<file path="src/rtl/signed_display_scanner_pkg.sv">
// rtl/signed_display_scanner_pkg.sv - shared segment constants and helpers for the signed display scanner
package signed_display_scanner_pkg;

   localparam logic [6:0] SEG_BLANK = 7'b0000000;
   localparam logic [6:0] SEG_MINUS = 7'b0000001;

   // Segment order {a,b,c,d,e,f,g}, active high.
   function automatic logic [6:0] digit_to_seg(input logic [3:0] d);
      logic [6:0] s;
      case (d)
         4'd0:    s = 7'b1111110;
         4'd1:    s = 7'b0110000;
         4'd2:    s = 7'b1101101;
         4'd3:    s = 7'b1111001;
         4'd4:    s = 7'b0110011;
         4'd5:    s = 7'b1011011;
         4'd6:    s = 7'b1011111;
         4'd7:    s = 7'b1110000;
         4'd8:    s = 7'b1111111;
         4'd9:    s = 7'b1111011;
         default: s = SEG_BLANK;
      endcase
      return s;
   endfunction

   // ceil(width * log10(2)) + 1, with log10(2) approximated as 0.30103.
   function automatic int bcd_digits(input int width);
      return (width * 30103 + 99999) / 100000 + 1;
   endfunction

endpackage

</file>
<file path="src/rtl/signed_display_scanner_if.sv">
// rtl/signed_display_scanner_if.sv - value/load request and display outputs of the signed display scanner
interface signed_display_scanner_if #(
   parameter int WIDTH  = 12,
   parameter int DIGITS = 4
);
   logic [WIDTH-1:0]  value;
   logic              load;
   logic              busy;
   logic              ovf;
   logic [6:0]        seg;
   logic [DIGITS-1:0] an;

   modport master (output value, load, input busy, ovf, seg, an);
   modport slave  (input value, load, output busy, ovf, seg, an);
endinterface

</file>
<file path="src/rtl/signed_display_scanner_bin2bcd_serial.sv">
// rtl/signed_display_scanner_bin2bcd_serial.sv - serial shift-add-3 binary to packed BCD converter, one bit per cycle
module bin2bcd_serial #(
   parameter int WIDTH = 12,
   parameter int NDIG  = 5
) (
   input  logic              clk,
   input  logic              rst_n,
   input  logic              i_start,
   input  logic [WIDTH-1:0]  i_bin,
   output logic              o_done,
   output logic [4*NDIG-1:0] o_bcd
);
   localparam int CNT_W = $clog2(WIDTH);

   logic [WIDTH-1:0]  r_sr;
   logic [4*NDIG-1:0] r_bcd;
   logic [4*NDIG-1:0] w_adj;
   logic [CNT_W-1:0]  r_cnt;
   logic              r_active;
   logic              r_done;

   always_comb begin
      w_adj = r_bcd;
      for (int d = 0; d < NDIG; d++) begin
         if (r_bcd[4*d +: 4] >= 4'd5)
            w_adj[4*d +: 4] = r_bcd[4*d +: 4] + 4'd3;
      end
   end

   always_ff @(posedge clk) begin
      if (!rst_n) begin
         r_sr     <= '0;
         r_bcd    <= '0;
         r_cnt    <= '0;
         r_active <= 1'b0;
         r_done   <= 1'b0;
      end else begin
         r_done <= 1'b0;
         if (i_start) begin
            r_sr     <= i_bin;
            r_bcd    <= '0;
            r_cnt    <= '0;
            r_active <= 1'b1;
         end else if (r_active) begin
            r_bcd <= {w_adj[4*NDIG-2:0], r_sr[WIDTH-1]};
            r_sr  <= {r_sr[WIDTH-2:0], 1'b0};
            if (r_cnt == CNT_W'(WIDTH-1)) begin
               r_active <= 1'b0;
               r_done   <= 1'b1;
            end else begin
               r_cnt <= r_cnt + 1'b1;
            end
         end
      end
   end

   assign o_done = r_done;
   assign o_bcd  = r_bcd;
endmodule

</file>
<file path="src/rtl/signed_display_scanner.sv">
// rtl/signed_display_scanner.sv - multiplexed signed 7-segment display driver; SIGNED_DISPLAY_BLINK_EN adds frame blinking
module signed_display_scanner
   import signed_display_scanner_pkg::*;
#(
   parameter int WIDTH    = 12,
   parameter int DIGITS   = 4,
   parameter int SCAN_DIV = 50000
) (
   input logic clk,
   input logic rst_n,
`ifdef SIGNED_DISPLAY_BLINK_EN
   input logic blink,
`endif
   signed_display_scanner_if.slave bus
);
   localparam int NDIG  = bcd_digits(WIDTH);
   localparam int BCD_W = 4 * NDIG;
   localparam int PADD  = (NDIG > DIGITS) ? NDIG : DIGITS;
   localparam int DIV_W = (SCAN_DIV > 1) ? $clog2(SCAN_DIV) : 1;
   localparam int IDX_W = $clog2(DIGITS);

   logic              r_busy;
   logic              r_pend_neg;
   logic [BCD_W-1:0]  r_bcd;
   logic              r_neg;
   logic              r_ovf;
   logic [DIV_W-1:0]  r_div;
   logic [IDX_W-1:0]  r_idx;
   logic [DIGITS-1:0] r_an;
   logic [6:0]        r_seg;

   logic              w_start;
   logic [WIDTH-1:0]  w_mag;
   logic              w_done;
   logic [BCD_W-1:0]  w_conv;
   logic [BCD_W-1:0]  w_nbcd;
   logic [4*PADD-1:0] w_pad;
   logic              w_nneg;
   logic              w_novf;
   int                w_top;
   logic              w_wrap;
   logic [IDX_W-1:0]  w_idx_next;
   logic [6:0]        w_pat [DIGITS];

   assign w_start = bus.load && !r_busy;
   assign w_mag   = bus.value[WIDTH-1] ? (~bus.value + 1'b1) : bus.value;

   bin2bcd_serial #(.WIDTH(WIDTH), .NDIG(NDIG)) u_bin2bcd (
      .clk     (clk),
      .rst_n   (rst_n),
      .i_start (w_start),
      .i_bin   (w_mag),
      .o_done  (w_done),
      .o_bcd   (w_conv)
   );

   // Next buffer contents: patterns are built from these so seg follows the commit edge directly.
   always_comb begin
      w_nbcd = w_done ? w_conv : r_bcd;
      w_nneg = w_done ? (r_pend_neg && (w_conv != '0)) : r_neg;
      w_pad  = '0;
      w_pad[BCD_W-1:0] = w_nbcd;
      w_top  = 0;
      for (int d = 0; d < NDIG; d++) begin
         if (w_nbcd[4*d +: 4] != 4'd0)
            w_top = d;
      end
      w_novf = w_done ? ((w_top + 1 + (w_nneg ? 1 : 0)) > DIGITS) : r_ovf;
      for (int p = 0; p < DIGITS; p++) begin
         w_pat[p] = SEG_BLANK;
         if (w_novf)
            w_pat[p] = SEG_MINUS;
         else if (p <= w_top)
            w_pat[p] = digit_to_seg(w_pad[4*p +: 4]);
         else if ((p == w_top + 1) && w_nneg)
            w_pat[p] = SEG_MINUS;
      end
   end

   always_comb begin
      w_wrap     = (r_div == DIV_W'(SCAN_DIV - 1));
      w_idx_next = r_idx;
      if (w_wrap)
         w_idx_next = (r_idx == IDX_W'(DIGITS - 1)) ? '0 : r_idx + 1'b1;
   end

`ifdef SIGNED_DISPLAY_BLINK_EN
   // Toggles at each full scan of all positions; odd frames are dark while blinking.
   logic r_odd;
   logic w_odd_next;
   assign w_odd_next = r_odd ^ (w_wrap && (r_idx == IDX_W'(DIGITS - 1)));

   always_ff @(posedge clk) begin
      if (!rst_n) r_odd <= 1'b0;
      else        r_odd <= w_odd_next;
   end
`endif

   always_ff @(posedge clk) begin
      if (!rst_n) begin
         r_busy     <= 1'b0;
         r_pend_neg <= 1'b0;
         r_bcd      <= '0;
         r_neg      <= 1'b0;
         r_ovf      <= 1'b0;
         r_div      <= '0;
         r_idx      <= '0;
         r_an       <= '0;
         r_seg      <= SEG_BLANK;
      end else begin
         if (w_start) begin
            r_busy     <= 1'b1;
            r_pend_neg <= bus.value[WIDTH-1];
         end else if (w_done) begin
            r_busy <= 1'b0;
         end
         r_bcd <= w_nbcd;
         r_neg <= w_nneg;
         r_ovf <= w_novf;
         r_div <= w_wrap ? '0 : r_div + 1'b1;
         r_idx <= w_idx_next;
         r_an  <= {{(DIGITS-1){1'b0}}, 1'b1} << w_idx_next;
`ifdef SIGNED_DISPLAY_BLINK_EN
         r_seg <= (blink && w_odd_next) ? SEG_BLANK : w_pat[w_idx_next];
`else
         r_seg <= w_pat[w_idx_next];
`endif
      end
   end

   assign bus.busy = r_busy;
   assign bus.ovf  = r_ovf;
   assign bus.seg  = r_seg;
   assign bus.an   = r_an;
endmodule

</file>
<file path="src/flat_wrapper.sv">
// flat-port wrapper written by rule: the top's interface ports become plain ports
module signed_display_scanner_flat import signed_display_scanner_pkg::*;
#(
   parameter int WIDTH    = 12,
   parameter int DIGITS   = 4,
   parameter int SCAN_DIV = 50000
)
  (clk, rst_n, bus_value, bus_load, bus_busy, bus_ovf, bus_seg, bus_an);
  signed_display_scanner_if #(.WIDTH(WIDTH), .DIGITS(DIGITS)) bus_i ();
  input logic clk;
  input logic rst_n;
  input wire logic [$bits(bus_i.value)-1:0] bus_value;
  input wire logic [$bits(bus_i.load)-1:0] bus_load;
  output wire logic [$bits(bus_i.busy)-1:0] bus_busy;
  output wire logic [$bits(bus_i.ovf)-1:0] bus_ovf;
  output wire logic [$bits(bus_i.seg)-1:0] bus_seg;
  output wire logic [$bits(bus_i.an)-1:0] bus_an;
  assign bus_i.value = bus_value;
  assign bus_i.load = bus_load;
  assign bus_busy = bus_i.busy;
  assign bus_ovf = bus_i.ovf;
  assign bus_seg = bus_i.seg;
  assign bus_an = bus_i.an;
  signed_display_scanner #(.WIDTH(WIDTH), .DIGITS(DIGITS), .SCAN_DIV(SCAN_DIV)) u_core (.clk(clk), .rst_n(rst_n), .bus(bus_i));
endmodule
</file>
<file path="config.mk">
export PLATFORM = sky130hd
export DESIGN_NAME = signed_display_scanner_flat
export DESIGN_NICKNAME = d
export VERILOG_FILES = /design/src/rtl/signed_display_scanner_pkg.sv /design/src/rtl/signed_display_scanner_if.sv /design/src/rtl/signed_display_scanner_bin2bcd_serial.sv /design/src/rtl/signed_display_scanner.sv /design/src/flat_wrapper.sv
export SDC_FILE = /design/constraint.sdc
export NUM_CORES = 1
export LEC_CHECK = 0
export BUFFER_PORTS_ARGS = -buffer_cell sky130_fd_sc_hd__buf_2
export CELL_PAD_IN_SITES_DETAIL_PLACEMENT = 1
export CELL_PAD_IN_SITES_GLOBAL_PLACEMENT = 2
export CORE_ASPECT_RATIO = 1.5
export CORE_MARGIN = 4
export CORE_UTILIZATION = 42
export DETAILED_ROUTE_END_ITERATION = 12
export GPL_TIMING_DRIVEN = 1
export PLACE_DENSITY = 0.93
export SLEW_MARGIN = 15
export SYNTH_ARGS = -nofsm -noshare
export SYNTH_HDL_FRONTEND = slang
export SYNTH_SLANG_ARGS = --single-unit
export TNS_END_PERCENT = 50
</file>
<file path="constraint.sdc">
create_clock -name clk -period 8 [get_ports clk]
set_input_delay 2 -clock clk [delete_from_list [all_inputs] [get_ports clk]]
set_output_delay 2 -clock clk [all_outputs]
set_load 0.005 [all_outputs]
</file>
==> results by group, run 1 <==
Status
  – Status: finished clean

Routing
  – Drc violations: 0
  – Total wire length: 12900 um
  – Drt pass-1 iters: 4
  – Final antenna-violating net count: 0
  – DR iter-0 viols: 153
  – Via density: 5.57
  – Via count: 4428
  – WL per Instance: 16.3 um

Setup path
  – Critical-path top delay cell: buf_4
  – R2R depth: 13
  – Worst-path cell chain: buf_4, mux2i_2, ha_1, o21ai_0, nor2b_1, o21ai_0, ha_1, inv_1, ha_1, o21ai_0, o32ai_1, or2_2, a311oi_2
  – Reg2Reg Launch Point: u_core.u_bin2bcd.o_done
  – CP Class: flop to flop
  – Crit path DAT: 4.28 ns
  – Crit. End Element: flop
  – Worst path required time: 8.26 ns
  – Worst-path fanout max: 43
  – Critical Path Sink: u_core.bus.seg[6]
  – Flop2flop setup slack: 3.98 ns
  – Crit path launch type: flop
  – CP startpoint: u_core.u_bin2bcd.o_done
  – R2r endpoint: u_core.bus.seg[6]
  – Critical Path Max Stage Delay: 0.56 ns

GRT
  – Largest net degree at the start of global routing: 44
  – Total gr overflow: 0
  – First-pass GRT wire length: 22100 um
  – Initial antenna violation count: 0
  – Total Routing Usage GR: 0.181
  – Vias in the first global route: 4638

Clocking
  – CTS buffer count: 9
  – Post-CTS Hold Fix Bufs: 0
  – CTS Sinks: 91
  – Reg clk slew, reported paths: 0.07 ns
  – Worst-case clock buffer depth: 2
  – Insertion delay to the later sink of the worst-skew pair: 0.34 ns
  – Root buffer cell: clkbuf_16
  – CTS tree: built
  – Post-CTS Repair Setup Buffers: 0
  – H-tree depth: 3
  – Post_cts resized: 0

Pwr
  – Worst vdd ir: 0.0891 mV
  – Pwr dens: 159 nW/um^2
  – Pwr Total: 0.948 mW
  – Leak pwr: 2.32 nW

Timing
  – Max_slew headroom: 0.420
  – Final min period: 4.02 ns
  – Fmax: 0.249 GHz
  – Final setup viols: 0
  – Setup TNS: 0 ns
  – Final Hold Viols: 0
  – RSZ-0062 raised after global routing: no
  – Setup ws final: 3.98 ns
  – Final setup skew: 0.00973 ns
  – Final worst path period share: 0.503
  – Worst slew pin tran: 0.845 ns
  – Count of pins over their slew limit: 0

Placed design
  – I/O Buffers: 27
  – Placed Area: 5690 um^2
  – Final GP Congestion: 0.888
  – Post-Place Worst Slack: 3.95 ns
  – DP HPWL: 9880 um

Synthesis
  – Syn Area/Cell: 8.87 um^2
  – Yosys cell types: 70
  – Leading area contributor after synthesis: dfxtp_1
  – Sequential area share after synthesis: 0.331
  – Ys async rst share: 0
  – Ys Warns: 0
  – Syn nets: 678
  – Top_reg_cell synth: dfxtp_1
  – Post-synth EDFFs: 0
  – Synth Register Bits: 91
  – Synthesized area: 5510 um^2
  – Mapped Cells: 621
  – Synth top area share: 0.331
  – Synth area leaders: dfxtp_1, ha_1, mux2i_1

Floorplan
  – Starting Density: 0.425
  – Num ports: 28
  – Die H: 148 um
  – # rows: 51
  – Core Region: 13000 um^2
  – Full die area: 15100 um^2
  – Horiz. Die Dim: 102 um

Worst hold path
  – Worst min-delay path category: flop to flop
  – Hold Crit Depth: 1
  – Hold_sp: u_core.r_div[0]

Finish
  – Footprint of the multi-input gates: 3390 um^2
  – Layout fillers: 1530
  – Finished layout cell area: 5970 um^2
  – Fraction of layout cells with a size suffix above 1: 0.132
  – N_diodes: 0
  – Register Area: 1820 um^2
  – Layout Nets: 690
  – Area Growth Syn to Fin: 8.38%

Job
  – Max cap viols: 0
## cell families (layout without fill, tap and decap cells)
logic type | count (synthesis) | after routing | share of synthesized area
compound gates | 127 | 127 | 0.149
mux | 55 | 55 | 0.121
buf+inv | 61 | 76 | 0.0545
xor+xnor | 31 | 31 | 0.0493
fa+ha+maj | 42 | 42 | 0.0954
flops | 91 | 91 | 0.331
simple gates | 214 | 214 | 0.201
## cells in the mapped netlist, types with 6 or more instances
library cell,instances
nand3_1,14
xnor2_1,22
o21ai_0,32
xor2_1,9
clkbuf_1,15
nor3_1,20
nor2_1,83
dfxtp_1,91
mux2i_4,6
o211ai_1,7
and3_1,9
a211oi_1,15
ha_1,42
inv_1,30
a21oi_1,37
nand2_1,38
nand2b_1,12
mux2_2,8
mux2i_1,34
## where the power goes
group	internal [mW]	switching [mW]	leakage, nW
sequential	0.464	0.00613	0.740
clock	0.248	0.172	0.135
combinational	0.0233	0.0356	1.45
## cell type report
| class | count | area share |
|---|---|---|
| Clock inverter | 2 | 0.00629 |
| Sequential cell | 91 | 0.305 |
| Multi-Input combinational cell | 469 | 0.567 |
| Clock buffer | 12 | 0.0413 |
| Tap cell | 159 | 0.0333 |
| Timing Repair Buffer | 30 | 0.0264 |
| Inverter | 32 | 0.0201 |
## state kept, by name, indices dropped and copies added, names as in the netlist
register	count
u_core.bus.busy	1
u_core.r_pend_neg	1
u_core.bus.an	4
u_core.bus.seg	7
u_core.r_neg	1
u_core.u_bin2bcd.r_active	1
u_core.r_div	16
u_core.bus.ovf	1
u_core.u_bin2bcd.o_bcd	20
u_core.r_idx	2
u_core.u_bin2bcd.r_cnt	4
u_core.u_bin2bcd.r_sr	12
u_core.r_bcd	20
u_core.u_bin2bcd.o_done	1
## metrics by stage
| stage | hold WS [ns] | cells | util |
|---|---|---|---|
| 6_report | 0.470 | 795 | 0.461 |
| 5_1_grt | 0.505 | 795 | 0.461 |
| 4_1_cts | 0.481 | 795 | 0.461 |
| 3_5_place_dp | 0.465 | 781 | 0.439 |
| 3_3_place_gp | 0.449 | 781 | 0.439 |
| 2_1_floorplan | 0.430 | 621 | - |
## critical path: cells and delay by family, from the launching register on
family / cells / cell delay (ns)
AO/OA/AOI/OAI: 5 / 1.20
adder cells (fa/ha/maj): 3 / 0.78
buffers and inverters: 2 / 0.62
flip-flops: 1 / 0.32
multiplexers: 1 / 0.41
AND/OR/NAND/NOR: 2 / 0.60
## layer usage
metal  track usage  part of all wire  wire length, um
met1         0.201              0.41             5280
met2         0.340              0.54             7020
met3        0.0225             0.021              278
met4        0.0725             0.027              354
met5             0                 0                0
## how the worst min path moves through the flow
stage / to / slack, ns
2_1_floorplan: u_core.r_div[0] / 0.43
3_3_place_gp: u_core.r_div[0] / 0.45
3_5_place_dp: u_core.r_div[0] / 0.47
4_1_cts: u_core.r_div[0] / 0.48
5_1_grt: u_core.r_div[0] / 0.51
6_report: u_core.r_div[0] / 0.47
## cell usage in the layout (no fill, tap or decap), types with 4 or more instances in the layout
cell type / n
dfxtp_1: 90
nor2_1: 83
ha_1: 42
nand2_1: 38
a21oi_1: 37
mux2i_1: 34
o21ai_0: 32
inv_1: 30
buf_2: 27
xnor2_1: 22
nor3_1: 20
a211oi_1: 15
nand3_1: 14
nand2b_1: 12
and3_1: 9
xor2_1: 9
clkbuf_16: 9
mux2_2: 8
o211ai_1: 7
mux2i_4: 6
or3_1: 5
mux2i_2: 4
o21ai_1: 4
a221oi_1: 4
Note: power is estimated with default switching activity, not from simulation.
==> run 2, diff against run 1 <==
CORE_UTILIZATION = 39   (was 42)
PLACE_DENSITY = 0.88   (was 0.93)
clock period = 4.17 ns   (was 8 ns; I/O delays follow)
==> run 2 against run 1 <==
  * Via count shrank 0.20%
  * Routed wire length grew 1.1%
  * Highest routed layer unchanged
  * Critical path type unchanged
  * Clock power grew 110%
  * Critical endpoint unchanged
==> results by group, run 2 (synthesized netlist as in run 1, its figures left out) <==
Setup path
  – Critical-path top delay cell: dfxtp_2
  – Critical Path Sink: u_core.bus.seg[6]
  – Worst-path cell chain: mux2i_2, ha_1, o21ai_0, nor2b_1, o21ai_0, ha_1, inv_1, ha_1, o21ai_0, o32ai_1, or2_2, a311oi_2
  – Worst-path fanout max: 19 (-56%)
  – R2R depth: 12 (-1)
  – CP Class: flop to flop
  – R2r endpoint: u_core.bus.seg[6]
  – Critical Path Max Stage Delay: 0.70 ns (+0.14 ns)
  – Crit. End Element: flop
  – Flop2flop setup slack: 0.34 ns (-3.64 ns)
  – Worst path required time: 4.43 ns (-3.83 ns)
  – Crit path DAT: 4.09 ns (-0.19 ns)
  – CP startpoint: u_core.u_bin2bcd.o_done
  – Crit path launch type: flop
  – Reg2Reg Launch Point: u_core.u_bin2bcd.o_done

GRT
  – Vias in the first global route: 4671 (+0.71%)
  – Total gr overflow: 0 (unchanged)
  – First-pass GRT wire length: 22600 um (+2.1%)
  – Initial antenna violation count: 0 (unchanged)
  – Largest net degree at the start of global routing: 32 (-27%)
  – Total Routing Usage GR: 0.168 (-0.0129)

Routing
  – Drt pass-1 iters: 4 (unchanged)
  – Drc violations: 0 (unchanged)
  – DR iter-0 viols: 117 (-24%)
  – Total wire length: 13100 um (+1.1%)
  – WL per Instance: 16.3 um (about the same)
  – Via density: 5.50 (-1.3%)
  – Via count: 4419 (-0.20%)
  – Final antenna-violating net count: 0 (unchanged)

Finish
  – N_diodes: 0 (unchanged)
  – Most common cell after layout, fill and taps aside: dfxtp_1
  – Fraction of layout cells with a size suffix above 1: 0.140 (+0.00811)
  – Area Growth Syn to Fin: 9.54%
  – Layout Nets: 694 (+0.58%)
  – Register Area: 1820 um^2 (unchanged)
  – Layout fillers: 1615 (+5.6%)
  – Most frequent cells in the layout: dfxtp_1, nor2_1, ha_1
  – Footprint of the multi-input gates: 3390 um^2 (+0.11%)

Timing
  – Count of pins over their slew limit: 0 (unchanged)
  – Fmax: 0.261 GHz (+5.0%)
  – Final setup viols: 0 (unchanged)
  – Final worst path period share: 0.918 (+0.416)
  – Setup TNS: 0 ns (unchanged)
  – Setup ws final: 0.341 ns (-3.64 ns)
  – Hold Slack: 0.474 ns (+0.00433 ns)
  – Final setup skew: 0.00753 ns (-0.00219 ns)
  – RSZ-0062 raised after global routing: no
  – Worst slew pin tran: 0.819 ns (-0.0260 ns)
  – Final Hold Viols: 0 (unchanged)
  – Max_slew headroom: 0.438 (+0.0178)
  – Final min period: 3.83 ns (-0.193 ns)

Floorplan
  – Horiz. Die Dim: 105 um (+3.5%)
  – Die H: 154 um (+3.6%)
  – Full die area: 16100 um^2 (+7.2%)
  – Starting Density: 0.403 (-0.0221)
  – Num ports: 28 (unchanged)
  – # rows: 52 (+2.0%)
  – Core Region: 13700 um^2 (+5.5%)

Worst hold path
  – Worst min-delay path category: flop to flop

Clocking
  – Insertion delay to the later sink of the worst-skew pair: 0.35 ns (about the same)
  – CTS Sinks: 91 (unchanged)
  – Post-CTS Repair Setup Buffers: 0 (unchanged)
  – Worst-case clock buffer depth: 2 (unchanged)
  – CTS buffer count: 9 (unchanged)
  – H-tree depth: 3 (unchanged)
  – Post-CTS Hold Fix Bufs: 0 (unchanged)
  – Reg clk slew, reported paths: 0.06 ns (about the same)
  – CTS tree: built
  – Root buffer cell: clkbuf_16

Job
  – Max cap viols: 0 (unchanged)

Pwr
  – Pwr Total: 1.88 mW (+98%)
  – Pwr dens: 311 nW/um^2 (+96%)
  – Leak pwr: 2.36 nW (+1.6%)
  – Worst vdd ir: 0.154 mV (+72%)

Placed design
  – Post-Place Worst Slack: 0.336 ns (-3.62 ns)
  – Final GP Congestion: 0.870 (-2.0%)
  – I/O Buffers: 27 (unchanged)
  – DP HPWL: 10100 um (+2.0%)

Status
  – Status: finished clean
## run 2: routing by layer
metal | global-route usage | up-vias | wire, um
met5 | 0 | - | 0
met4 | 0.0713 | 0 | 400
met2 | 0.312 | 59 | 6900
met1 | 0.190 | 2130 | 5500
li1 | - | 2204 | -
met3 | 0.0222 | 26 | 272
## run 2: power by group
| group | switching, mW | internal (mW) | leakage [nW] | total (mW) |
|---|---|---|---|---|
| Combinational | 0.0674 | 0.0463 | 1.47 | 0.114 |
| Sequential | 0.0118 | 0.890 | 0.740 | 0.902 |
| Clock | 0.336 | 0.527 | 0.151 | 0.863 |
## run 2: worst min-delay path by stage
stage | from | endpoint | slack (ns) | cells after the start
2_1_floorplan | u_core.r_div[0] | u_core.r_div[0] | 0.43 | 1
3_3_place_gp | u_core.r_div[0] | u_core.r_div[0] | 0.45 | 1
3_5_place_dp | u_core.r_div[0] | u_core.r_div[0] | 0.46 | 1
4_1_cts | u_core.r_pend_neg | u_core.r_pend_neg | 0.47 | 2
5_1_grt | u_core.r_pend_neg | u_core.r_pend_neg | 0.49 | 2
6_report | u_core.r_div[0] | u_core.r_div[0] | 0.47 | 1
## run 2: critical path: cells and delay by family (launching register included)
family / cells / cell delay [ns]
and+or+nand+nor: 2 / 0.57
adders and majority gates: 3 / 0.81
muxes: 1 / 0.41
DFF: 1 / 0.70
buffers and inverters: 1 / 0.06
AOI/OAI and AO/OA: 5 / 1.21
## run 2: per-stage QoR
stage	instances	area (um^2)	utilization
floorplan	621	5510	-
global placement	788	5720	0.419
detailed placement	788	5720	0.419
CTS	804	6030	0.441
global route	804	6040	0.442
finish	804	6040	0.442
## run 2: final cells by class
type	instances	share of cell area
Inverter	32	0.0199
Clock buffer	12	0.0392
Timing Repair Buffer	34	0.0311
Multi-Input combinational cell	469	0.562
Clock inverter	4	0.0122
Tap cell	162	0.0336
Sequential cell	91	0.302
## run 2: timing repair
item | 4_1_cts | 5_1_grt
hold endpoints to repair | 0 | 0
endpoints found under the setup margin | 0 | 1
gates resized for setup | 0 | 1
==> run 3, diff against run 2 <==
RECOVER_POWER = 100   (was unset)
==> run 3 against run 2 <==
  * Clock skew hardly changed
  * Sequential power hardly changed
  * Global-route usage stayed put
  * Routed wire length is 0.11% higher
  * Fmax is 0.15% lower
  * Worst setup slack worse by 0.0056 ns
  * Sequential cell count stayed put
  * Final area is 0.83% lower
  * Core utilization is 0.37 points lower
  * Critical path depth stayed put
==> results by group, run 3 (synthesized netlist as in run 1, its figures left out) <==
Status
  – Status: finished clean

Timing
  – Count of pins over their slew limit: 0 (unchanged)
  – Final min period: 3.83 ns (+0.00565 ns)
  – Setup TNS: 0 ns (unchanged)
  – Final Hold Viols: 0 (unchanged)
  – Fmax: 0.261 GHz (-0.15%)
  – Final setup skew: 0.00724 ns (-0.000296 ns)
  – Max_slew headroom: 0.241 (-0.197)
  – Final setup viols: 0 (unchanged)
  – Worst slew pin tran: 1.14 ns (+0.319 ns)
  – RSZ-0062 raised after global routing: no
  – Final worst path period share: 0.920 (+0.00135)

Pwr
  – Pwr dens: 313 nW/um^2 (+0.69%)
  – Leak pwr: 2.28 nW (-3.1%)
  – Pwr Total: 1.88 mW (-0.14%)
  – Worst vdd ir: 0.153 mV (about the same)

Floorplan
  – Horiz. Die Dim: 105 um (unchanged)
  – Core Region: 13700 um^2 (unchanged)
  – Die H: 154 um (unchanged)
  – Full die area: 16100 um^2 (unchanged)
  – Starting Density: 0.403 (unchanged)
  – Num ports: 28 (unchanged)
  – # rows: 52 (unchanged)

Placed design
  – Placed Cells: 788 (unchanged)
  – I/O Buffers: 27 (unchanged)
  – Final GP Congestion: 0.870 (unchanged)
  – DP HPWL: 10100 um (unchanged)
  – Placed Area: 5720 um^2 (unchanged)

Setup path
  – Worst path required time: 4.43 ns (about the same)
  – Crit path DAT: 4.09 ns (about the same)
  – CP startpoint: u_core.u_bin2bcd.o_done
  – Crit. End Element: flop
  – Crit path launch type: flop
  – Reg2Reg Launch Point: u_core.u_bin2bcd.o_done
  – Flop2flop setup slack: 0.34 ns (about the same)
  – Worst-path fanout max: 19 (unchanged)
  – CP Class: flop to flop

GRT
  – M3 GR Usage: 0.0222 (unchanged)
  – Total Routing Usage GR: 0.168 (unchanged)
  – GR peak layer: met2
  – Vias in the first global route: 4671 (unchanged)
  – Total gr overflow: 0 (unchanged)
  – Largest net degree at the start of global routing: 32 (unchanged)
  – First-pass GRT wire length: 22600 um (unchanged)
  – M1 GR Usage: 0.190 (unchanged)
  – Initial antenna violation count: 0 (unchanged)
  – M2 GR Usage: 0.312 (unchanged)

Clocking
  – Reg clk slew, reported paths: 0.07 ns (about the same)
  – CTS tree: built
  – H-tree depth: 3 (unchanged)
  – CTS buffer count: 9 (unchanged)
  – Post-CTS Hold Fix Bufs: 0 (unchanged)
  – Post-CTS Repair Setup Buffers: 0 (unchanged)
  – Root buffer cell: clkbuf_16
  – CTS Sinks: 91 (unchanged)
  – Insertion delay to the later sink of the worst-skew pair: 0.35 ns (about the same)
  – Worst-case clock buffer depth: 2 (unchanged)

Finish
  – N_diodes: 0 (unchanged)
  – Most common cell after layout, fill and taps aside: dfxtp_1
  – Finished layout cell area: 5990 um^2 (-0.83%)
  – Register Area: 1820 um^2 (unchanged)
  – Area Growth Syn to Fin: 8.63%
  – Layout Nets: 694 (unchanged)
  – Most frequent cells in the layout: dfxtp_1, nor2_1, ha_1
  – Finished Layout Cells: 804 (unchanged)
  – Layout fillers: 1622 (+0.43%)
  – Final core utilization: 0.438 (-0.00366)
  – Footprint of the multi-input gates: 3370 um^2 (-0.70%)
  – Fraction of layout cells with a size suffix above 1: 0.112 (-0.0280)

Job
  – Max cap viols: 0 (unchanged)

Routing
  – Via density: 5.49 (about the same)
  – Drt pass-1 iters: 4 (unchanged)
  – Via count: 4416 (-0.068%)
  – Total wire length: 13100 um (+0.11%)
  – WL per Instance: 16.3 um (+0.11%)
  – Final antenna-violating net count: 0 (unchanged)
  – DR iter-0 viols: 103 (-12%)
  – Drc violations: 0 (unchanged)

Worst hold path
  – Hold_sp: u_core.r_div[0]
  – Worst min-delay path category: flop to flop
## run 3: cell types whose count changed in the layout (fill, tap and decap cells not counted), sizes merged
cell	delta
clkbuf	+15
buf	-15
## run 3: per-layer routing
| layer | vias up | share of wire |
|---|---|---|
| met5 | - | 0 |
| met4 | 0 | 0.031 |
| met3 | 26 | 0.021 |
| met2 | 61 | 0.53 |
| met1 | 2126 | 0.42 |
| li1 | 2203 | - |
## run 3: area by class of cell
cell class                 instances  area share
inverter                          32      0.0201
multi-input combinational        469       0.563
sequential                        91       0.305
clock inverter                     4      0.0123
clock buffer                      12      0.0395
timing repair buffer              34      0.0270
tap                              162      0.0339
## run 3: where the power goes
group	internal (mW)	leakage, nW	switching, mW	total [mW]
registers	0.890	0.740	0.0120	0.902
clock network	0.527	0.151	0.336	0.863
logic	0.0438	1.39	0.0674	0.111
## run 3: per-stage QoR
step	hold slack [ns]	setup slack, ns
final	0.474	0.335
after global routing	0.494	0.0228
after global placement	0.450	0.559
after detailed placement	0.462	0.336
after floorplan	0.430	0.531
after CTS	0.471	0.327
## run 3: path summary, 6_finish.rpt
check	endpoint	depth (start not counted)
worst max-delay path	u_core.bus.seg[6]	12
worst max register to register	u_core.bus.seg[6]	12
worst min register to register	u_core.r_div[0]	1
worst min-delay path	u_core.r_div[0]	1
## run 3: worst max-delay path: stages, from the launching register on
cell and delay (ns):
dfxtp_2 0.70, mux2i_2 0.41, ha_1 0.26, o21ai_0 0.25, nor2b_1 0.22, o21ai_0 0.40, ha_1 0.32, inv_1 0.06
ha_1 0.23, o21ai_0 0.21, o32ai_1 0.13, or2_2 0.35, a311oi_2 0.24
## run 3: what timing repair did
| item | 4_1_cts | 5_1_grt |
|---|---|---|
| endpoints found under the setup margin | 0 | 1 |
| resized for setup | 0 | 1 |
| hold endpoints to repair | 0 | 0 |
